--- config.mk ---
export PLATFORM = sky130hd
export DESIGN_NAME = dorodon_rom_loader
export DESIGN_NICKNAME = d
export VERILOG_FILES = /design/src/rtl/dorodon_rom_loader.sv
export SDC_FILE = /design/constraint.sdc
export NUM_CORES = 1
export LEC_CHECK = 0
export ABC_CLOCK_PERIOD_IN_PS = 4050
export CAP_MARGIN = 15
export CORE_AREA = 3 3 96 75
export CTS_CLUSTER_DIAMETER = 100
export DETAILED_ROUTE_END_ITERATION = 10
export DIE_AREA = 0 0 99 78
export GPL_TIMING_DRIVEN = 0
export PLACE_DENSITY = 0.91
export SLEW_MARGIN = 20
export SYNTH_ARGS = -nofsm -noshare
export SYNTH_HDL_FRONTEND = slang
export SYNTH_SLANG_ARGS = --single-unit
--- constraint.sdc ---
create_clock -name clk_sys -period 4.05 [get_ports clk_sys]
set_input_delay 0.6075 -clock clk_sys [delete_from_list [all_inputs] [get_ports clk_sys]]
set_output_delay 0.6075 -clock clk_sys [all_outputs]
set_load 0.02 [all_outputs]
--- src/rtl/dorodon_rom_loader.sv ---
// -----------------------------------------------------------------------------
// dorodon_rom_loader
//
// Bridges the HPS ioctl byte-download stream to the Dorodon core's ROM/PROM
// download port. Bytes whose address is outside the ROM image are dropped.
// Accepted bytes become a one-cycle dn_wr strobe one clock after ioctl_wr.
// A running byte count and modulo-256 checksum are kept for the current (or
// last) download. The core is held in reset from the start of a download
// until SETTLE_CYCLES clocks after it ends.
//
// Parameters
//   LOAD_BYTES     number of valid download bytes (1..65536); addresses at or
//                  above this value are dropped and flag oversize
//   SETTLE_CYCLES  clocks core_reset stays high after the download ends (>=1)
//
// Ports
//   clk_sys         system clock, all logic on its rising edge
//   reset_n         asynchronous active-low reset
//   ioctl_download  download-active level from hps_io
//   ioctl_wr        one-cycle byte-valid strobe
//   ioctl_addr      25-bit byte address
//   ioctl_dout      byte data
//   dn_addr         core download address (holds when dn_wr is low)
//   dn_data         core download data    (holds when dn_wr is low)
//   dn_wr           one-cycle core write strobe
//   core_reset      active-high reset request to the core
//   load_done       download finished and settle period elapsed
//   oversize        sticky: a byte was dropped as out of range
//   byte_count      accepted bytes in the current/last download (saturating)
//   checksum        modulo-256 sum of accepted bytes
// -----------------------------------------------------------------------------
module dorodon_rom_loader #(
    parameter int unsigned LOAD_BYTES    = 32'd49152,
    parameter int unsigned SETTLE_CYCLES = 32'd256
) (
    input  logic        clk_sys,
    input  logic        reset_n,
    input  logic        ioctl_download,
    input  logic        ioctl_wr,
    input  logic [24:0] ioctl_addr,
    input  logic [7:0]  ioctl_dout,
    output logic [15:0] dn_addr,
    output logic [7:0]  dn_data,
    output logic        dn_wr,
    output logic        core_reset,
    output logic        load_done,
    output logic        oversize,
    output logic [16:0] byte_count,
    output logic [7:0]  checksum
);

    // The settle counter only ever holds values up to SETTLE_CYCLES-1.
    localparam int unsigned      CNT_W       = (SETTLE_CYCLES > 32'd1) ? $clog2(SETTLE_CYCLES) : 1;
    localparam logic [CNT_W-1:0] SETTLE_LOAD = CNT_W'(SETTLE_CYCLES - 32'd1);
    localparam logic [CNT_W-1:0] CNT_ZERO    = {CNT_W{1'b0}};
    localparam logic [CNT_W-1:0] CNT_ONE     = CNT_W'(32'd1);

    // The full 25-bit address is compared so that e.g. 0x10000 can never
    // alias onto address 0 of the core.
    localparam logic [24:0] LOAD_LIMIT = 25'(LOAD_BYTES);
    localparam logic [16:0] COUNT_MAX  = 17'h1FFFF;

    typedef enum logic [1:0] {
        ST_IDLE   = 2'd0,
        ST_LOAD   = 2'd1,
        ST_SETTLE = 2'd2,
        ST_RUN    = 2'd3
    } state_t;

    state_t           state_r;
    state_t           next_state_s;
    logic [CNT_W-1:0] settle_cnt_r;
    logic [CNT_W-1:0] settle_cnt_next_s;
    logic             dl_q_r;

    logic             dl_rise_s;
    logic             dl_fall_s;
    logic             in_range_s;
    logic             wr_in_load_s;
    logic             accept_s;
    logic             drop_s;

    logic [15:0]      dn_addr_r;
    logic [7:0]       dn_data_r;
    logic             dn_wr_r;
    logic             core_reset_r;
    logic             load_done_r;
    logic             oversize_r;
    logic [16:0]      byte_count_r;
    logic [7:0]       checksum_r;

    logic [15:0]      dn_addr_next_s;
    logic [7:0]       dn_data_next_s;
    logic             dn_wr_next_s;
    logic             oversize_next_s;
    logic [16:0]      byte_count_next_s;
    logic [7:0]       checksum_next_s;

    // Edge detection on the download level and write qualification.
    // ioctl_download itself gates acceptance, so a write coinciding with the
    // falling edge is ignored even though the state is still LOAD.
    always_comb begin
        dl_rise_s    = ioctl_download & ~dl_q_r;
        dl_fall_s    = ~ioctl_download & dl_q_r;
        in_range_s   = (ioctl_addr < LOAD_LIMIT);
        wr_in_load_s = (state_r == ST_LOAD) & ioctl_download & ioctl_wr;
        accept_s     = wr_in_load_s & in_range_s;
        drop_s       = wr_in_load_s & ~in_range_s;
    end

    // Next-state and settle-counter logic. A rising download edge wins over
    // everything else, so a new download aborts SETTLE or leaves RUN at once.
    always_comb begin
        next_state_s      = state_r;
        settle_cnt_next_s = settle_cnt_r;
        if (dl_rise_s) begin
            next_state_s      = ST_LOAD;
            settle_cnt_next_s = CNT_ZERO;
        end else begin
            case (state_r)
                ST_IDLE: begin
                    next_state_s = ST_IDLE;
                end
                ST_LOAD: begin
                    if (dl_fall_s) begin
                        next_state_s      = ST_SETTLE;
                        settle_cnt_next_s = SETTLE_LOAD;
                    end else begin
                        next_state_s = ST_LOAD;
                    end
                end
                ST_SETTLE: begin
                    if (settle_cnt_r == CNT_ZERO) begin
                        next_state_s = ST_RUN;
                    end else begin
                        next_state_s      = ST_SETTLE;
                        settle_cnt_next_s = settle_cnt_r - CNT_ONE;
                    end
                end
                ST_RUN: begin
                    next_state_s = ST_RUN;
                end
                default: begin
                    next_state_s      = ST_IDLE;
                    settle_cnt_next_s = CNT_ZERO;
                end
            endcase
        end
    end

    // Next values for the download port, counters and oversize flag.
    always_comb begin
        dn_addr_next_s    = dn_addr_r;
        dn_data_next_s    = dn_data_r;
        dn_wr_next_s      = 1'b0;
        oversize_next_s   = oversize_r;
        byte_count_next_s = byte_count_r;
        checksum_next_s   = checksum_r;
        if (dl_rise_s) begin
            oversize_next_s   = 1'b0;
            byte_count_next_s = 17'd0;
            checksum_next_s   = 8'd0;
        end else if (accept_s) begin
            dn_addr_next_s    = ioctl_addr[15:0];
            dn_data_next_s    = ioctl_dout;
            dn_wr_next_s      = 1'b1;
            checksum_next_s   = checksum_r + ioctl_dout;
            if (byte_count_r == COUNT_MAX) begin
                byte_count_next_s = byte_count_r;
            end else begin
                byte_count_next_s = byte_count_r + 17'd1;
            end
        end else if (drop_s) begin
            oversize_next_s = 1'b1;
        end else begin
            oversize_next_s = oversize_r;
        end
    end

    // State, settle counter and download-level sample registers.
    always_ff @(posedge clk_sys or negedge reset_n) begin
        if (!reset_n) begin
            state_r      <= ST_IDLE;
            settle_cnt_r <= CNT_ZERO;
            dl_q_r       <= 1'b0;
        end else begin
            state_r      <= next_state_s;
            settle_cnt_r <= settle_cnt_next_s;
            dl_q_r       <= ioctl_download;
        end
    end

    // Status outputs are registered from the next state so core_reset drops
    // and load_done rises on the same clock that RUN is entered.
    always_ff @(posedge clk_sys or negedge reset_n) begin
        if (!reset_n) begin
            core_reset_r <= 1'b1;
            load_done_r  <= 1'b0;
        end else begin
            core_reset_r <= (next_state_s != ST_RUN);
            load_done_r  <= (next_state_s == ST_RUN);
        end
    end

    // Download port, counters and oversize flag registers.
    always_ff @(posedge clk_sys or negedge reset_n) begin
        if (!reset_n) begin
            dn_addr_r    <= 16'd0;
            dn_data_r    <= 8'd0;
            dn_wr_r      <= 1'b0;
            oversize_r   <= 1'b0;
            byte_count_r <= 17'd0;
            checksum_r   <= 8'd0;
        end else begin
            dn_addr_r    <= dn_addr_next_s;
            dn_data_r    <= dn_data_next_s;
            dn_wr_r      <= dn_wr_next_s;
            oversize_r   <= oversize_next_s;
            byte_count_r <= byte_count_next_s;
            checksum_r   <= checksum_next_s;
        end
    end

    assign dn_addr    = dn_addr_r;
    assign dn_data    = dn_data_r;
    assign dn_wr      = dn_wr_r;
    assign core_reset = core_reset_r;
    assign load_done  = load_done_r;
    assign oversize   = oversize_r;
    assign byte_count = byte_count_r;
    assign checksum   = checksum_r;

endmodule
==> results.md, run 1 <==
- Status: finished clean
- Worst r2r src: byte_count[3]$_DFFE_PN0P_
- Final Cycle Share: 68.5%
- Design area: 4440 um^2
- Reg-to-Reg End: byte_count[13]$_DFFE_PN0P_
- Die width: 99 um
- Largest net degree at the start of global routing: 36
- Post-route clock skew: 0.0112 ns
- Critical path type: reg2reg
- Share of layout cells above drive strength 1: 14.4%
- Post-CTS resize count: 0
- Seq/Total Area, Yosys: 49.7%
- VDD IR max: 0.197 mV
- Num Clock Sinks: 64
- DR iter-0 viols: 182
- Top FF cell, synth: dfrtp_1
- Initial core utilization: 51.3%
- Post-place setup slack: 1.01 ns
- P&R area growth vs syn: 37.6%
- Die height: 78 um
- Hold_ws: 0.180 ns
- FP Rows: 25
- Worst Hold Class: in2async
- Setup TNS: 0 ns
- Average cell area after synthesis: 10.9 um^2
- Worst slew pin tran: 0.625 ns
- Worst endpoint required time: 4.32 ns
- Antenna cells: 0
- Number of global-route vias before repair: 2861
- I/O Pins: 90
- Reg2reg setup slack: 1.28 ns
- Router iterations before antenna repair: 4
- Routed len/inst: 17.2 um
- First-pass GRT wire length: 14.1 mm
- Fin. max-slew vios: 0
- Total power: 1.44 mW
- Placed inst area: 4240 um^2
- Final Wtd Congestion: 0.898
- Fin crit period: 2.77 ns
- Placed cells: 468
- Startpoint types: flop
- CTS tree: done
- TritonCTS Buffers: 9
- Final Hold Vio Count: 0
- Gr ovfl total: 0
- Depth of the most critical reg-to-reg path: 9
- Slew margin rel.: 58.3%
- Via density: 5.73
- Synth cell types: 50
- WP data arrival: 3.05 ns
- Clk buf depth: 2
- Die Area: 7720 um^2
- CTS Hold Bufs: 0
- Leak: 1.93 nW
- Synth Register Bits: 64
- Tot GR Track Use: 22.8%
- Fraction of registers with async set/reset: 100%
- Max cap viols: 0
- Syn Nets: 347
- Post-layout util: 70.6%
- Post-Layout Cell Count: 484
- CP max FO: 7
- IO Port Bufs: 89
- Mapped Cells: 297
- Fmax achieved: 361 MHz
- Critical Path End Type: flop
- CTS H-tree lvls: 3
- Reg clk slew, reported paths: 0.08 ns
- Mapped cell area: 3230 um^2
- Postcts setup bufs: 0
- CP Capture Point: byte_count[13]$_DFFE_PN0P_
- Final setup fails: 0
- Nets@finish: 448
- Worst setup margin: 1.28 ns
- Aggregate routed wire length: 8.31 mm
- CORE AREA: 6290 um^2
- DP Wirelength: 6.10 mm
- Pwr Density: 325 nW/um^2
- Post-synth EDFFs: 0
- Post-route DRC: 0
- Post-DRT Antenna Nets: 0
- RSZ-0062 raised after global routing: no
- CTS root buffer: clkbuf_8
- Fillcell total: 443
- Initial antenna violation count: 0
- Clk_lat worst skew: 0.35 ns
- Crit path launch: byte_count[3]$_DFFE_PN0P_
- Ys Warns: 0
- Vias: 2771
## layout make-up
cell class	instances	area (um^2)	share of cell area (%)
Buffer	10	47.5	1.07
Clock buffer	9	124	2.79
Clock inverter	7	78.8	1.78
Inverter	9	33.8	0.761
Multi-Input combinational cell	214	1540	34.7
Sequential cell	64	1600	36.1
Tap cell	81	101	2.28
Timing Repair Buffer	90	908	20.5
## worst min-delay path by stage
stage | startpoint | endpoint | slack (ns) | depth (start not counted)
after global placement | dn_data[1]$_DFFE_PN0P_ | dn_data[1]$_DFFE_PN0P_ | 0.49 | 1
after floorplan | reset_n | byte_count[0]$_DFFE_PN0P_ | 0.31 | 0
after global routing | reset_n | dn_addr[14]$_DFFE_PN0P_ | 0.20 | 1
after CTS | reset_n | dn_addr[14]$_DFFE_PN0P_ | 0.19 | 1
final | reset_n | dn_addr[14]$_DFFE_PN0P_ | 0.18 | 1
after detailed placement | oversize$_DFFE_PN0P_ | oversize$_DFFE_PN0P_ | 0.49 | 2
## cell families (layout without fill, tap and decap cells)
kind of cell,count (synthesis),in the layout,synth area share (%)
AOI/OAI and AO/OA,63,63,12.1
xor gates and xnor gates,15,15,4.07
adders and majority gates,13,13,5.28
buffers and inverters,19,125,2.52
DFF,64,64,49.7
muxes,27,27,9.39
and+or+nand+nor,96,96,17.0
## where the power goes
part / switching [mW] / leakage (nW) / total [mW] / internal [mW]
Clock: 0.268 / 0.0925 / 0.557 / 0.289
Sequential: 0.0364 / 0.856 / 0.707 / 0.670
Combinational: 0.0912 / 0.986 / 0.180 / 0.0884
Total: 0.396 / 1.93 / 1.44 / 1.05
## metal layers
| layer | part of all wire [%] | vias up | track usage, % |
|---|---|---|---|
| li1 | - | 1288 | - |
| met1 | 41 | 1359 | 29.1 |
| met2 | 50 | 116 | 37.6 |
| met3 | 8.1 | 8 | 7.28 |
| met4 | 0.64 | 0 | 5.46 |
| met5 | 0 | - | 0 |
## sequential cells by signal, summed over array words and instances, names as in the netlist
register / count
byte_count: 17
checksum: 8
core_reset: 1
dl_q_r: 1
dn_addr: 16
dn_data: 8
dn_wr: 1
load_done: 1
oversize: 1
settle_cnt_r: 8
state_r: 2
## worst max-delay path, stage by stage (launching register included)
cell and delay [ns]:
dfrtp_1 0.47, and4_1 0.28, and4_1 0.25, nand4_1 0.15
nor2_1 0.07, ha_1 0.26, or2b_1 0.32, or3_4 0.42
or3_1 0.32, a21oi_1 0.16
## placed cells by master, fill, tap and decap left out, types with 2 or more instances in the layout
cell	n
ha_1	12
xor2_1	6
clkdlybuf4s50_1	88
xnor2_1	9
mux2_2	26
o211ai_1	3
a211oi_1	3
nor4_1	8
and2_1	4
and3_1	2
or3_1	4
clkbuf_8	9
and4b_1	2
inv_1	9
a31oi_1	6
o22a_1	6
dfrtp_1	63
nand3_1	5
nor2_1	29
clkinvlp_4	3
nor2b_1	3
clkbuf_1	6
nor3_1	2
and4_1	2
buf_4	3
a21o_1	2
nand2_1	15
o21ai_0	9
inv_6	2
buf_2	2
a21oi_1	27
nand4_1	8
## Yosys cell counts (all sizes together), types with 2 or more instances
cell type,count,share of area (%)
a211oi,4,1.1
a21o,2,0.47
a21oi,27,4.2
a31oi,6,1.2
and2,4,0.78
and3,2,0.39
and4,3,0.85
and4b,2,0.62
buf,4,0.78
clkbuf,6,0.70
dfrtp,63,49
ha,12,4.7
inv,9,1.0
mux2,26,9.1
nand2,15,1.7
nand3,5,0.78
nand4,10,2.6
nor2,30,3.6
nor2b,3,0.58
nor3,3,0.62
nor4,9,2.2
o211ai,3,0.70
o21ai,10,1.6
o22a,6,1.6
or3,5,1.1
xnor2,9,2.4
xor2,6,1.6
Power figures use the tool's default switching activity.
==> inputs of run 2 (changes only) <==
Settings changed: ABC_CLOCK_PERIOD_IN_PS 4050 to 2900, CORE_AREA 3 3 96 75 to 3 3 99 77, DIE_AREA 0 0 99 78 to 0 0 102 80, PLACE_DENSITY 0.91 to 0.87.
Clock period 4.05 ns to 2.9 ns, I/O delays scaled along.
==> results.md, run 2 (same netlist as run 1, synthesis figures left out) <==
- RSZ-0062 raised after global routing: no (unchanged)
- Router iterations before antenna repair: 4 (unchanged)
- Fillcell total: 534 (was 443)
- Worst-path cell chain: and4_1 > and4_1 > nand4_1 > nor2_1 > ha_1 > or2b_1 > or3_4 > or3_1 > a21oi_1 (unchanged)
- Fmax achieved: 367 MHz (was 361 MHz)
- Area of the multi-input gates: 1540 um^2 (unchanged)
- Routed len/inst: 16.8 um (was 17.2 um)
- Final Wtd Congestion: 0.882 (was 0.898)
- Gr ovfl total: 0 (unchanged)
- Seq pwr share: 49.0% (about the same)
- Initial core utilization: 47.7% (was 51.3%)
- Post-CTS resize count: 0 (unchanged)
- Leak: 1.95 nW (was 1.93 nW)
- Startpoint types: flop (unchanged)
- Share of layout cells above drive strength 1: 14.1% (was 14.4%)
- CP max FO: 7 (unchanged)
- Worst slew pin tran: 0.680 ns (was 0.625 ns)
- Critical path type: reg2reg (unchanged)
- Final setup fails: 0 (unchanged)
- Die width: 102 um (was 99 um)
- CTS H-tree lvls: 3 (unchanged)
- CORE AREA: 6770 um^2 (was 6290 um^2)
- Number of global-route vias before repair: 2683 (was 2861)
- Slew margin rel.: 54.4% (was 58.3%)
- FP Rows: 26 (was 25)
- Pint: 1.48 mW (was 1.05 mW)
- Post-route clock skew: 0.0135 ns (was 0.0112 ns)
- Num Clock Sinks: 64 (unchanged)
- Postcts setup bufs: 0 (unchanged)
- Clk_lat worst skew: 0.35 ns (about the same)
- Critical Path End Type: flop (unchanged)
- Critical Path Most Common Cell: and4_1 (unchanged)
- Max FFs per register: 17 (unchanged)
- Post-DRT Antenna Nets: 0 (unchanged)
- Switch share: 26.5% (was 27.4%)
- Vias: 2789 (was 2771)
- Depth of the most critical reg-to-reg path: 9 (unchanged)
- Largest net degree at the start of global routing: 54 (was 36)
- TritonCTS Buffers: 9 (unchanged)
- Initial antenna violation count: 0 (unchanged)
- CP max-delay cell: dfrtp_1 (unchanged)
- Fin. max-slew vios: 0 (unchanged)
- Hold_ws: 0.486 ns (was 0.180 ns)
- Final Hold Vio Count: 0 (unchanged)
- CTS Hold Bufs: 1 (was 0)
- P&R area growth vs syn: 38.1% (was 37.6%)
- Max cap viols: 0 (unchanged)
- First-pass GRT wire length: 12.9 mm (was 14.1 mm)
- VDD IR max: 0.442 mV (was 0.197 mV)
- Pwr Density: 452 nW/um^2 (was 325 nW/um^2)
- Aggregate routed wire length: 8.19 mm (was 8.31 mm)
- I/O Pins: 90 (unchanged)
- DP Wirelength: 6.05 mm (was 6.10 mm)
- Reg clk slew, reported paths: 0.07 ns (was 0.08 ns)
- Crit path max-delay family: simple AND/OR/NAND/NOR gates (unchanged)
- CP max stage delay: 0.48 ns (was 0.47 ns)
- Final Cycle Share: 93.8% (was 68.5%)
- CTS tree: done (unchanged)
- Post-route DRC: 0 (unchanged)
- Nets@finish: 449 (was 448)
- Antenna cells: 0 (unchanged)
- Via density: 5.72 (was 5.73)
- Clk buf depth: 2 (unchanged)
- Total power: 2.01 mW (was 1.44 mW)
- Clock share of power: 38.3% (was 38.6%)
- Crit path buf inv count: 0 (unchanged)
- Status: finished clean (unchanged)
- Switching power: 0.533 mW (was 0.396 mW)
- Fin crit period: 2.72 ns (was 2.77 ns)
- Worst endpoint required time: 3.17 ns (was 4.32 ns)
- Tot GR Track Use: 20.3% (was 22.8%)
- Register Area: 1600 um^2 (unchanged)
- Instance count on the critical path: 9 (unchanged)
- Commonest non-fill, non-tap cells in the layout: 88 x clkdlybuf4s50_1, 63 x dfrtp_1, 29 x nor2_1 (unchanged)
- Die Area: 8160 um^2 (was 7720 um^2)
- DR iter-0 viols: 205 (was 182)
- Die height: 80 um (was 78 um)
- IO Port Bufs: 89 (unchanged)
- Post-layout util: 65.8% (was 70.6%)
- Comb power frac: 12.8% (was 12.4%)
- CTS root buffer: clkbuf_8 (unchanged)
- Commonest non-fill, non-tap cell in the layout: clkdlybuf4s50_1 (unchanged)
- WP data arrival: 2.99 ns (was 3.05 ns)
- Worst Hold Class: in2async (unchanged)
[run 2: power by group through the flow]
stage	registers, mW	clock network [mW]	logic [mW]
2_1_floorplan	0.994	0	0.128
3_3_place_gp	0.996	0	0.237
3_5_place_dp	0.998	0	0.256
4_1_cts	0.982	0.785	0.257
5_1_grt	0.991	0.821	0.283
6_report	0.986	0.771	0.258
[run 2: path summary, 6_finish.rpt]
check,from,to,slack [ns]
worst min-delay path,reset_n,byte_count[6]$_DFFE_PN0P_,0.49
min in group clk_sys,dn_addr[14]$_DFFE_PN0P_,dn_addr[14]$_DFFE_PN0P_,0.50
max in group asynchronous,reset_n,core_reset$_DFF_PN1_,1.86
worst max register to register,byte_count[3]$_DFFE_PN0P_,byte_count[15]$_DFFE_PN0P_,0.18
worst min register to register,dn_addr[14]$_DFFE_PN0P_,dn_addr[14]$_DFFE_PN0P_,0.50
worst max-delay path,byte_count[3]$_DFFE_PN0P_,byte_count[15]$_DFFE_PN0P_,0.18
[run 2: worst reg2reg max path, cell delays in order (launching register included)]
cell     delay [ns]
dfrtp_1        0.48
and4_1         0.28
and4_1         0.23
nand4_1        0.15
nor2_1         0.07
ha_1           0.25
or2b_1         0.31
or3_4          0.41
or3_1          0.32
a21oi_1        0.14
[run 2: through the flow]
stage / cells / setup TNS [ns] / area [um^2] / worst slack [ns]
after floorplan: 297 / 0 / 3230 / 0.400
after global placement: 470 / -42.63 / 4220 / -0.680
after detailed placement: 471 / 0 / 4250 / 0.0718
after CTS: 488 / 0 / 4450 / 0.203
after global routing: 488 / 0 / 4450 / 0.0531
final: 488 / 0 / 4450 / 0.179
[run 2: per-layer routing]
layer	GRT usage, %	wire, um	up-vias
met5	0	0	-
met3	5.50	646	17
met1	27.5	3540	1358
li1	-	-	1285
met2	31.9	3900	129
met4	6.29	103	0
[run 2: cell type report]
type	instances	area share [%]
buffer	10	1.07
clock inverter	5	1.26
clock buffer	11	3.17
inverter	9	0.758
tap	84	2.36
multi-input combinational	214	34.6
timing repair buffer	91	20.8
sequential	64	36.0
==> inputs of run 3 (changes only) <==
Settings changed: GPL_ROUTABILITY_DRIVEN set to 0.
==> results of run 3 <==
Same layout as run 2: the final DEF is identical, and so are final timing and power.
